**src/rtl/cpu_pkg.sv**
```systemverilog
// Shared constants and types for the 16-bit CPU front end.
// The FETCH_HALT_EN build option uses HALT_WORD as the stop marker.
package cpu_pkg;

  localparam int IW = 16;
  localparam int AW = 5;
  localparam logic [AW-1:0] RESET_PC  = '0;
  localparam logic [IW-1:0] HALT_WORD = 16'h0000;

  // One fetched instruction together with the address it came from.
  typedef struct packed {
    logic [AW-1:0] pc;
    logic [IW-1:0] instr;
  } fetch_entry_t;

  // Sequential successor of a PC; wraps modulo 2^AW.
  function automatic logic [AW-1:0] pc_next(input logic [AW-1:0] pc);
    return pc + {{(AW-1){1'b0}}, 1'b1};
  endfunction

endpackage

```
**src/rtl/instr_fetch_if.sv**
```systemverilog
// Fetch-stage bus: instruction-memory read port, redirect input and the
// decode handshake. Decode handshake: instr/instr_pc are meaningful only
// while instr_valid=1; a word transfers on an edge where instr_valid and
// instr_ready are both 1; while instr_valid=1 and instr_ready=0 the word
// is held unchanged.
interface instr_fetch_if;
  import cpu_pkg::*;

  logic          im_rd_en;
  logic [AW-1:0] im_addr;
  logic [IW-1:0] im_rdata;
  logic          redirect_valid;
  logic [AW-1:0] redirect_pc;
  logic          instr_valid;
  logic [IW-1:0] instr;
  logic [AW-1:0] instr_pc;
  logic          instr_ready;
  logic          halted;

  modport master (
    output im_rd_en, im_addr, instr_valid, instr, instr_pc, halted,
    input  im_rdata, redirect_valid, redirect_pc, instr_ready
  );

  modport slave (
    input  im_rd_en, im_addr, instr_valid, instr, instr_pc, halted,
    output im_rdata, redirect_valid, redirect_pc, instr_ready
  );

endinterface

```
**src/rtl/fetch_queue.sv**
```systemverilog
// Two-entry FIFO of {pc, instr} between the instruction memory and decode.
// Flush empties the queue; a push and a pop in the same cycle both happen.
module fetch_queue
  import cpu_pkg::*;
(
  input  logic         clk,
  input  logic         rst_n,
  input  logic         push,
  input  fetch_entry_t push_data,
  input  logic         pop,
  input  logic         flush,
  output fetch_entry_t head,
  output logic [1:0]   occ,
  output logic         full,
  output logic         empty
);

  fetch_entry_t slots [2];
  logic         rd_ptr;
  logic         wr_ptr;

  assign head  = slots[rd_ptr];
  assign full  = (occ == 2'd2);
  assign empty = (occ == 2'd0);

  // Storage, pointers and occupancy; reset also clears the stored words so
  // the head reads as zero after reset.
  always_ff @(posedge clk) begin
    if (!rst_n) begin
      slots[0] <= '0;
      slots[1] <= '0;
      rd_ptr   <= 1'b0;
      wr_ptr   <= 1'b0;
      occ      <= 2'd0;
    end else if (flush) begin
      rd_ptr <= 1'b0;
      wr_ptr <= 1'b0;
      occ    <= 2'd0;
    end else begin
      if (push) begin
        slots[wr_ptr] <= push_data;
        wr_ptr        <= ~wr_ptr;
      end
      if (pop) begin
        rd_ptr <= ~rd_ptr;
      end
      occ <= occ + {1'b0, push} - {1'b0, pop};
    end
  end

endmodule

```
**src/rtl/instr_fetch.sv**
```systemverilog
// Fetch stage: owns the PC, issues sequential reads to a 1-cycle-latency
// instruction memory, buffers returns in a 2-entry queue and presents them
// to decode. Redirects flush the queue and kill the returning word.
// Build option FETCH_HALT_EN: a returned HALT_WORD is delivered, then
// fetch stops (halted=1) until reset or redirect.
module instr_fetch
  import cpu_pkg::*;
(
  input  logic              CLK,
  input  logic              START,
  instr_fetch_if.master     bus
);

  logic          run;        // set on the first edge with START=1
  logic [AW-1:0] pc;
  logic          inflight;   // a read was issued last cycle
  logic [AW-1:0] req_pc;     // address of the read in flight
  logic          halted_q;

  logic          pop;
  logic          push;
  logic          kill;
  logic          issue;
  logic [2:0]    credit_sum;
  logic [1:0]    occ;
  logic          full;
  logic          empty;
  fetch_entry_t  head;
  fetch_entry_t  push_data;

  assign pop = bus.instr_valid & bus.instr_ready;

  // Credit rule: queued + in-flight words, less the one leaving this cycle,
  // must stay below the queue depth for a new read to be safe.
  assign credit_sum = {1'b0, occ} + {2'b0, inflight};
  assign issue = START & run & ~bus.redirect_valid & ~halted_q &
                 (credit_sum < (3'd2 + {2'b0, pop}));

  // The returning word is discarded when a redirect lands on the same edge
  // or fetch is already halted.
  assign kill      = bus.redirect_valid | halted_q;
  assign push      = inflight & ~kill;
  assign push_data = '{pc: req_pc, instr: bus.im_rdata};

  assign bus.im_rd_en    = issue;
  assign bus.im_addr     = pc;
  assign bus.instr_valid = ~empty;
  assign bus.instr       = head.instr;
  assign bus.instr_pc    = head.pc;
  assign bus.halted      = halted_q;

  fetch_queue u_queue (
    .clk       (CLK),
    .rst_n     (START),
    .push      (push),
    .push_data (push_data),
    .pop       (pop),
    .flush     (bus.redirect_valid),
    .head      (head),
    .occ       (occ),
    .full      (full),
    .empty     (empty)
  );

  // PC, run flag and in-flight tracking.
  always_ff @(posedge CLK) begin
    if (!START) begin
      run      <= 1'b0;
      pc       <= RESET_PC;
      inflight <= 1'b0;
      req_pc   <= '0;
    end else begin
      run      <= 1'b1;
      inflight <= issue;
      if (issue) begin
        req_pc <= pc;
      end
      if (bus.redirect_valid) begin
        pc <= bus.redirect_pc;
      end else if (issue) begin
        pc <= pc_next(pc);
      end
    end
  end

`ifdef FETCH_HALT_EN
  // Halt latch: set when a HALT_WORD is accepted into the queue.
  always_ff @(posedge CLK) begin
    if (!START) begin
      halted_q <= 1'b0;
    end else if (bus.redirect_valid) begin
      halted_q <= 1'b0;
    end else if (push && (bus.im_rdata == HALT_WORD)) begin
      halted_q <= 1'b1;
    end
  end
`else
  assign halted_q = 1'b0;
`endif

  // The credit rule must never let a push land on a full queue.
  a_no_overflow: assert property (@(posedge CLK) disable iff (!START)
                                  !(push && full && !pop));

endmodule

```
**src/flat_wrapper.sv**
```systemverilog
// flat-port wrapper written by rule: the top's interface ports become plain ports
module instr_fetch_flat import cpu_pkg::*;
  (CLK, START, bus_im_rd_en, bus_im_addr, bus_instr_valid, bus_instr, bus_instr_pc, bus_halted, bus_im_rdata, bus_redirect_valid, bus_redirect_pc, bus_instr_ready);
  instr_fetch_if bus_i ();
  input  logic CLK;
  input  logic START;
  output wire logic [$bits(bus_i.im_rd_en)-1:0] bus_im_rd_en;
  output wire logic [$bits(bus_i.im_addr)-1:0] bus_im_addr;
  output wire logic [$bits(bus_i.instr_valid)-1:0] bus_instr_valid;
  output wire logic [$bits(bus_i.instr)-1:0] bus_instr;
  output wire logic [$bits(bus_i.instr_pc)-1:0] bus_instr_pc;
  output wire logic [$bits(bus_i.halted)-1:0] bus_halted;
  input wire logic [$bits(bus_i.im_rdata)-1:0] bus_im_rdata;
  input wire logic [$bits(bus_i.redirect_valid)-1:0] bus_redirect_valid;
  input wire logic [$bits(bus_i.redirect_pc)-1:0] bus_redirect_pc;
  input wire logic [$bits(bus_i.instr_ready)-1:0] bus_instr_ready;
  assign bus_im_rd_en = bus_i.im_rd_en;
  assign bus_im_addr = bus_i.im_addr;
  assign bus_instr_valid = bus_i.instr_valid;
  assign bus_instr = bus_i.instr;
  assign bus_instr_pc = bus_i.instr_pc;
  assign bus_halted = bus_i.halted;
  assign bus_i.im_rdata = bus_im_rdata;
  assign bus_i.redirect_valid = bus_redirect_valid;
  assign bus_i.redirect_pc = bus_redirect_pc;
  assign bus_i.instr_ready = bus_instr_ready;
  instr_fetch u_core (.CLK(CLK), .START(START), .bus(bus_i));
endmodule
```
**config.mk**
```make
export PLATFORM = sky130hd
export DESIGN_NAME = instr_fetch_flat
export DESIGN_NICKNAME = d
export VERILOG_FILES = /design/src/rtl/cpu_pkg.sv /design/src/rtl/instr_fetch_if.sv /design/src/rtl/fetch_queue.sv /design/src/rtl/instr_fetch.sv /design/src/flat_wrapper.sv
export SDC_FILE = /design/constraint.sdc
export NUM_CORES = 1
export LEC_CHECK = 0
export CORE_MARGIN = 2
export CORE_UTILIZATION = 50
export CTS_CLUSTER_SIZE = 40
export DETAILED_ROUTE_END_ITERATION = 12
export PLACE_DENSITY = 0.79
export SLEW_MARGIN = 10
export SYNTH_ARGS = -nofsm -noshare
export SYNTH_HDL_FRONTEND = slang
export SYNTH_SLANG_ARGS = --single-unit
```
**constraint.sdc**
```tcl
create_clock -name CLK -period 4.1 [get_ports CLK]
set_input_delay 1.23 -clock CLK [delete_from_list [all_inputs] [get_ports CLK]]
set_output_delay 1.23 -clock CLK [all_outputs]
set_load 0.005 [all_outputs]
```
# Yosys cells after proc, flatten, opt, wreduce, memory -nomap -nowiden
# Memories as Yosys holds them, arrays and structs flattened. A register that Yosys moved wholly into a read port is not among the register bits.
# Cells that the tools add are included.
# word_totals
regBits,16
ramBits,42
wordCells,41
memories,1
output_inout_bits,29
# op_classes
magnitude_cmp,1
addsub,5
n_mux,13
reduce_logical,4
bitwise_logic,10
# memory_table
name,words,word_bits,read_ports,rd_ports_with_merged_regs,write_ports,line,text
u_core.u_queue.slots,2,21,1,1,2,fetch_queue.sv:18,fetch_entry_t slots [2];
# ops
operator,count
2-to-1 mux 21 bit,1
OR reduction 21 bit,1
2-to-1 mux 1 bit,10
2-to-1 mux 5 bit,2
adder 5 x 1 -> 5 bit (second input constant),1
AND 1 bit,5
NOT 1 bit,5
adder 2 x 1 -> 3 bit,1
adder 2 x 1 -> 3 bit (first input constant),1
< comparator 3 bit,1
adder 2 x 1 -> 2 bit,1
zero test 2 bit,1
nonzero test 2 bit,1
OR reduction 2 bit,1
subtractor 2 x 1 -> 2 bit,1

# Longest topological paths before layout
# Gate-level depths: netlist of run 1.
# depth
ltp_word,8
mapped_depth,8
mapped_depth_nobuf,8

# Cells and area by module
# Synthesis of run 1 repeated with hierarchy kept, for this count alone.
# unflattened
cells_unflattened,201
area_unflattened_um2,2716.4
# by_module_without_submodules
mod,seq_area_each_um2,n_inst,area_per_inst_um2,cells_per_inst
fetch_queue,1361.3,1,2112.0,142
instr_fetch,240.2,1,604.3,59

# Least setup slack after synthesis of run 1
# OpenSTA, ideal clock, no wires.
# synth_timing
path_type,input port to flip-flop
start,input bus_redirect_valid
end,"memory u_core.u_queue.slots[0][0] (netlist name), enable pin"
setup_ps,428
setup_slack_ps,701
path_buffers,0
arrival_ps,2971
cell_stages,3
path_cell_list,inv_2 > nand2_1 > o21ai_0
# synth_rtl
element,line,text
start: declaration,flat_wrapper.sv:14,input wire logic [$bits(bus_i.redirect_valid)-1:0] bus_redirect_valid;
end: declaration,fetch_queue.sv:18,

# Worst setup path in the final report of run 1
# layout_timing
start,input bus_redirect_valid
end,output bus_im_rd_en
# layout_via
elab_chain_len,3
# layout_lines
element,line,text
NOT 1 bit,instr_fetch.sv:36,assign issue = START & run & ~bus.redirect_valid & ~halted_q &
AND 1 bit (2 in series),instr_fetch.sv:36,
end: declaration,flat_wrapper.sv:7,output wire logic [$bits(bus_i.im_rd_en)-1:0] bus_im_rd_en;
# No other way between the ends.

==> results of run 1 <==
==> placed cells by master (no fill, tap or decap), types with 5 or more instances in the layout <==
cell	instances
a21oi_1	6
nand3_1	5
mux2_2	21
o21ai_0	12
clkdlybuf4s50_1	52
inv_1	5
buf_4	8
and2_1	42
clkbuf_8	11
nor2_1	7
ha_1	5
edfxtp_1	42
dfxtp_1	17
==> layer usage <==
layer | track usage | vias to the layer above
li1 | - | 847
met5 | 0 | -
met3 | 0.0437 | 10
met4 | 0.113 | 0
met1 | 0.184 | 854
met2 | 0.312 | 41
==> stage by stage <==
stage               cell area [um^2]  worst slack, ns  utilization  instances
CTS                             3410           0.0573        0.676        339
detailed placement              3210           0.0716        0.637        323
floorplan                       2580            0.701            -        204
global route                    3410         0.000427        0.676        339
global placement                3210           0.0723        0.637        323
finish                          3410           0.0750        0.676        339
==> report_power, final <==
group,total (mW),switching [mW],internal [mW],leakage (nW)
sequential,0.672,0.0104,0.661,0.570
combinational,0.107,0.0415,0.0654,0.632
clock,0.496,0.207,0.289,0.0989
==> critical path: stages <==
cell,delay [ns]
clkdlybuf4s50_1,0.41
nand2b_1,0.16
or3b_1,0.37
nor2_1,0.11
clkdlybuf4s50_1,0.51
==> final cells by class <==
class,count,area (um^2)
repair buffers,60,581
fillers,375,1640
clock buffers,15,188
inverters,6,22.5
well taps,70,87.6
clock inverters,1,5.00
flip-flops and latches,59,1600
multi-input cells,128,922
==> how the worst max path moves through the flow <==
| stage | cells after the start | slack, ns | from | to |
|---|---|---|---|---|
| floorplan | 3 | 0.70 | bus_redirect_valid | u_core.u_queue.slots[0][0] |
| global placement | 5 | 0.07 | bus_redirect_valid | bus_im_rd_en |
| detailed placement | 5 | 0.07 | bus_redirect_valid | bus_im_rd_en |
| CTS | 5 | 0.06 | bus_redirect_valid | bus_im_rd_en |
| global route | 5 | 0.0004 | bus_redirect_valid | bus_im_rd_en |
| finish | 5 | 0.08 | bus_redirect_valid | bus_im_rd_en |
==> cells in the mapped netlist (all sizes together), types with 3 or more instances <==
| master | number | share of area |
|---|---|---|
| mux2 | 21 | 0.092 |
| o21ai | 17 | 0.033 |
| buf | 3 | 0.0078 |
| edfxtp | 42 | 0.49 |
| ha | 5 | 0.024 |
| clkbuf | 8 | 0.012 |
| nand3 | 5 | 0.0097 |
| inv | 6 | 0.0087 |
| nor2 | 7 | 0.010 |
| dfxtp | 17 | 0.13 |
| nand4 | 3 | 0.0073 |
| a31oi | 4 | 0.0097 |
| and2 | 42 | 0.10 |
| a21oi | 6 | 0.012 |
==> state kept, by name, indices dropped and copies added (netlist names), named ones only <==
signal and flops:
u_core.u_queue.occ 2, u_core.bus.im_addr 5, u_core.u_queue.slots 42, u_core.u_queue.wr_ptr 1, u_core.inflight 1, u_core.req_pc 5, u_core.run 1, u_core.u_queue.rd_ptr 1
==> cells by family (layout without fill, tap and decap cells) <==
| logic type | count (synthesis) | after routing | share of synthesized area |
|---|---|---|---|
| buffers and inverters | 17 | 82 | 0.0281 |
| AND/OR/NAND/NOR | 67 | 67 | 0.155 |
| multiplexers | 21 | 21 | 0.0917 |
| AO/OA/AOI/OAI | 30 | 30 | 0.0650 |
| adder cells (fa/ha/maj) | 5 | 5 | 0.0243 |
| flip-flops | 59 | 59 | 0.621 |
| XOR/XNOR | 4 | 4 | 0.0136 |
| other | 1 | 1 | 0.00145 |
==> flow_summary.json, run 1 <==
{
  "cap_violations": 0,
  "row_count": 26,
  "cp_max_fo": 2,
  "drcViolationCount": 0,
  "p_leak_nw": 1.30,
  "critPathLaunchType": "primary input",
  "cts.sinks": 59,
  "avgViaCountPerCell": 5.17,
  "hold_path_end": "u_core.req_pc[0]",
  "area_growth_pct": 32.1,
  "grt_start_max_net_pins": 22,
  "finClkSkew_ns": 0.00768,
  "grt_pass1_wl_mm": 7.35,
  "syn_avg_cell_area_um2": 12.6,
  "synth-main-ff-cell": "edfxtp_1",
  "ff2ff_path_depth": 6,
  "fmax_mhz": 248,
  "clock-root-buffer": "clkbuf_8",
  "ctsHtreeMaxLevel": 3,
  "ctsHoldBuffers": 0,
  "r2r-end": "u_core.bus.im_addr[4]",
  "grt.total_usage": 0.176,
  "drt-pass1-iter-count": 4,
  "wirelength_mm": 4.70,
  "reg2reg_setup_slack_ns": 2.17,
  "cts_tree": "done",
  "top_layer": "met4",
  "syn-num-nets": 234,
  "hold_depth": 2,
  "clk_path_buf_depth": 2,
  "critPathKind": "in2out",
  "finalSetupViolations": 0,
  "first_global_vias": 1681,
  "fin_total_pwr_mw": 1.28,
  "rsz0062_at_grt": "false",
  "cp.arrival_ns": 2.79,
  "drive_above_1_share": 0.182,
  "cts_buffers": 9,
  "ys_seq_area_frac": 0.621,
  "place_hpwl_mm": 3.13,
  "whs_ns": 0.495,
  "nets": 294,
  "wl_per_cell_um": 13.9,
  "io_pins": 54,
  "crit_path_end_kind": "primary output",
  "synthDistinctLibCells": 31,
  "cellPowerDensity_nw_per_um2": 374,
  "postCtsSetupBuffers": 0,
  "die_h_um": 75.8,
  "clk_latency_ns": 0.33,
  "num_vias": 1752,
  "synth_cells": 204,
  "drtAntennaViolNets": 0,
  "hold_path.class": "reg2reg",
  "die_x_um": 75.8,
  "gp_congestion": 0.754,
  "met3_length_um": 220,
  "path_clk_slew_ns": 0.06,
  "ir_drop_uv": 219,
  "status": "complete, no violations",
  "portBuffers": 52,
  "antenna_found_initial": 0,
  "syn_area_um2": 2580,
  "finalCritPeriodShare": 0.982,
  "num_antenna_cells": 0,
  "cts_resized": 0,
  "wl_met1_mm": 1.88,
  "yosys_warnings": 0,
  "hold_path.startpoint": "u_core.req_pc[0]",
  "synth_edf_count": 42,
  "worst_slew_pin_slew_ns": 1.05,
  "die-area_um2": 5750,
  "min_period_ns": 4.02,
  "tns_ns": 0,
  "rr_startpoint": "u_core.u_queue.occ[0]",
  "crit_required_ns": 2.87,
  "overflow": 0,
  "async_flop_share": 0,
  "slew-limit-headroom": 0.298,
  "route.met2.wl_mm": 2.50,
  "coreArea_um2": 5040,
  "drt_iter0_drc": 91,
  "initial_core_util": 0.511,
  "drv_slew": 0,
  "final-hold-violation-count": 0,
  "synth.ff_latch_count": 59
}
(Power assumes the default switching activity.)
==> run 2, diff against run 1 <==
CORE_ASPECT_RATIO = 0.8   (was not set)
==> run 2 against run 1 <==
Final cell count decreased by 1.5%. Final area increased by 0.73%. Register-to-register slack about the same. Critical path depth unchanged. Clock power increased by 5.2%. Core utilization increased by 1.4 points. Routed wire length decreased by 0.79%. Via count decreased by 0.80%. Die area about the same. Critical endpoint unchanged. First-iteration DRC count decreased by 31%. Sequential cell count unchanged.
==> flow_summary.json, run 2 (same netlist as run 1, synthesis figures left out) <==
{
  "critPathKind": "in2out",
  "wirelength_mm": 4.67,
  "wl_per_cell_um": 14.0,
  "num_vias": 1738,
  "top_layer": "met4",
  "final_core_util": 0.689,
  "critPathLaunchType": "primary input",
  "antenna_found_initial": 0,
  "avgViaCountPerCell": 5.20,
  "drv_slew": 0,
  "layout_common_cells": "clkdlybuf4s50_1 (51), and2_1 (42), edfxtp_1 (42)",
  "finClkSkew_ns": 0.00860,
  "grt.total_usage": 0.181,
  "cpPeakStageDelay_ns": 0.41,
  "largest_reg_flops": 42,
  "cp_max_fo": 2,
  "cp.arrival_ns": 2.47,
  "fin_total_pwr_mw": 1.30,
  "io_pins": 54,
  "coreArea_um2": 4980,
  "p_leak_nw": 1.34,
  "portBuffers": 52,
  "min_period_ns": 3.70,
  "path_clk_slew_ns": 0.06,
  "slowest_stage": "clkdlybuf4s50_1",
  "met3_length_um": 223,
  "hold_path.class": "reg2reg",
  "die_x_um": 84.3,
  "cts_buffers": 9,
  "crit_path_end_kind": "primary output",
  "tns_ns": 0,
  "finalSetupViolations": 0,
  "fmax_mhz": 270,
  "nets": 297,
  "route.met2.wl_mm": 2.27,
  "ctsHtreeMaxLevel": 3,
  "initial_core_util": 0.518,
  "wl_met1_mm": 2.15,
  "cellPowerDensity_nw_per_um2": 379,
  "status": "complete, no violations",
  "drive_above_1_share": 0.199,
  "cap_violations": 0,
  "area_growth_pct": 33.1,
  "ctsHoldBuffers": 0,
  "cts_tree": "done",
  "crit_buf_inv": 2,
  "final_common_cell": "clkdlybuf4s50_1",
  "fin_cells": 334,
  "rsz0062_at_grt": "false",
  "overflow": 0,
  "grt_start_max_net_pins": 22,
  "whs_ns": 0.484,
  "row_count": 23,
  "regMostFlops": "u_core.u_queue.slots",
  "drcViolationCount": 0,
  "drt_iter0_drc": 63,
  "ir_drop_uv": 241,
  "path_cells": "clkdlybuf4s50_1 > nand2b_1 > or3b_1 > nor2_1 > dlymetal6s2s_1",
  "final-hold-violation-count": 0,
  "clk_path_buf_depth": 2,
  "worst_slew_pin_slew_ns": 0.563,
  "cts.sinks": 59,
  "finalCritPeriodShare": 0.902,
  "place_hpwl_mm": 3.11,
  "slew-limit-headroom": 0.622,
  "drtAntennaViolNets": 0,
  "cp_top_family": "simple AND/OR/NAND/NOR gates",
  "drt-pass1-iter-count": 4,
  "crit_required_ns": 2.87,
  "num_antenna_cells": 0,
  "clock-root-buffer": "clkbuf_8",
  "gp_congestion": 0.839,
  "dp.cells": 318,
  "die-area_um2": 5750,
  "clk_latency_ns": 0.33,
  "grt_pass1_wl_mm": 7.83,
  "first_global_vias": 1716,
  "postCtsSetupBuffers": 0,
  "die_h_um": 68.2
}
==> run 2: cell count changes in the layout (fill, tap and decap cells not counted) <==
cell	change
clkbuf_16	-1
buf_4	+3
clkinvlp_4	+1
clkdlybuf4s50_1	-1
bufinv_16	+1
clkbuf_1	-3
dlymetal6s2s_1	+1
clkinv_1	+1
clkinv_2	+1
==> run 2: path summary, 6_finish.rpt <==
kind / from / end / cells past startpoint / slack (ns)
setup / recovery: bus_redirect_valid / bus_im_rd_en / 5 / 0.40
hold / removal: u_core.req_pc[1] / u_core.req_pc[1] / 2 / 0.48
setup reg to reg: u_core.u_queue.occ[0] / u_core.bus.im_addr[4] / 6 / 2.18
hold reg to reg: u_core.req_pc[1] / u_core.req_pc[1] / 2 / 0.48
==> run 2: routing by layer <==
| metal | global-route usage | up-vias |
|---|---|---|
| met3 | 0.0531 | 2 |
| li1 | - | 860 |
| met5 | 0 | - |
| met4 | 0.0887 | 0 |
| met1 | 0.229 | 835 |
| met2 | 0.291 | 41 |
==> run 2: worst reg2reg max path: stages (launching register included) <==
cell and delay, ns:
dfxtp_1 0.34, ha_1 0.20, ha_1 0.20, and4bb_1 0.49, nand4_1 0.15, or3_1 0.32
a31oi_1 0.15
==> run 2: where the power goes <==
part           leakage (nW)  internal [mW]  total (mW)  switching (mW)
Sequential            0.570          0.661       0.672          0.0104
Combinational         0.663         0.0658       0.107          0.0414
Clock                 0.103          0.309       0.522           0.213
Total                  1.34           1.04        1.30           0.265
==> run 2: repair_timing <==
item,CTS,global route
setup endpoints to repair,0,1
endpoints found under the hold margin,0,0
resized for setup,0,1
==> run 2: cell type report <==
cell class | instances | area (um^2)
Multi-Input combinational cell | 128 | 922
Inverter | 6 | 22.5
Timing Repair Buffer | 63 | 606
Clock inverter | 5 | 51.3
Clock buffer | 11 | 151
Fill cell | 366 | 1550
Tap cell | 62 | 77.6
Sequential cell | 59 | 1600
==> run 2: per-stage QoR <==
| step | setup slack [ns] | instance area (um^2) |
|---|---|---|
| floorplan | 0.701 | 2580 |
| finish | 0.403 | 3430 |
| CTS | 0.00190 | 3430 |
| global route | 0.348 | 3430 |
| global placement | 0.0142 | 3230 |
| detailed placement | 0.0172 | 3230 |
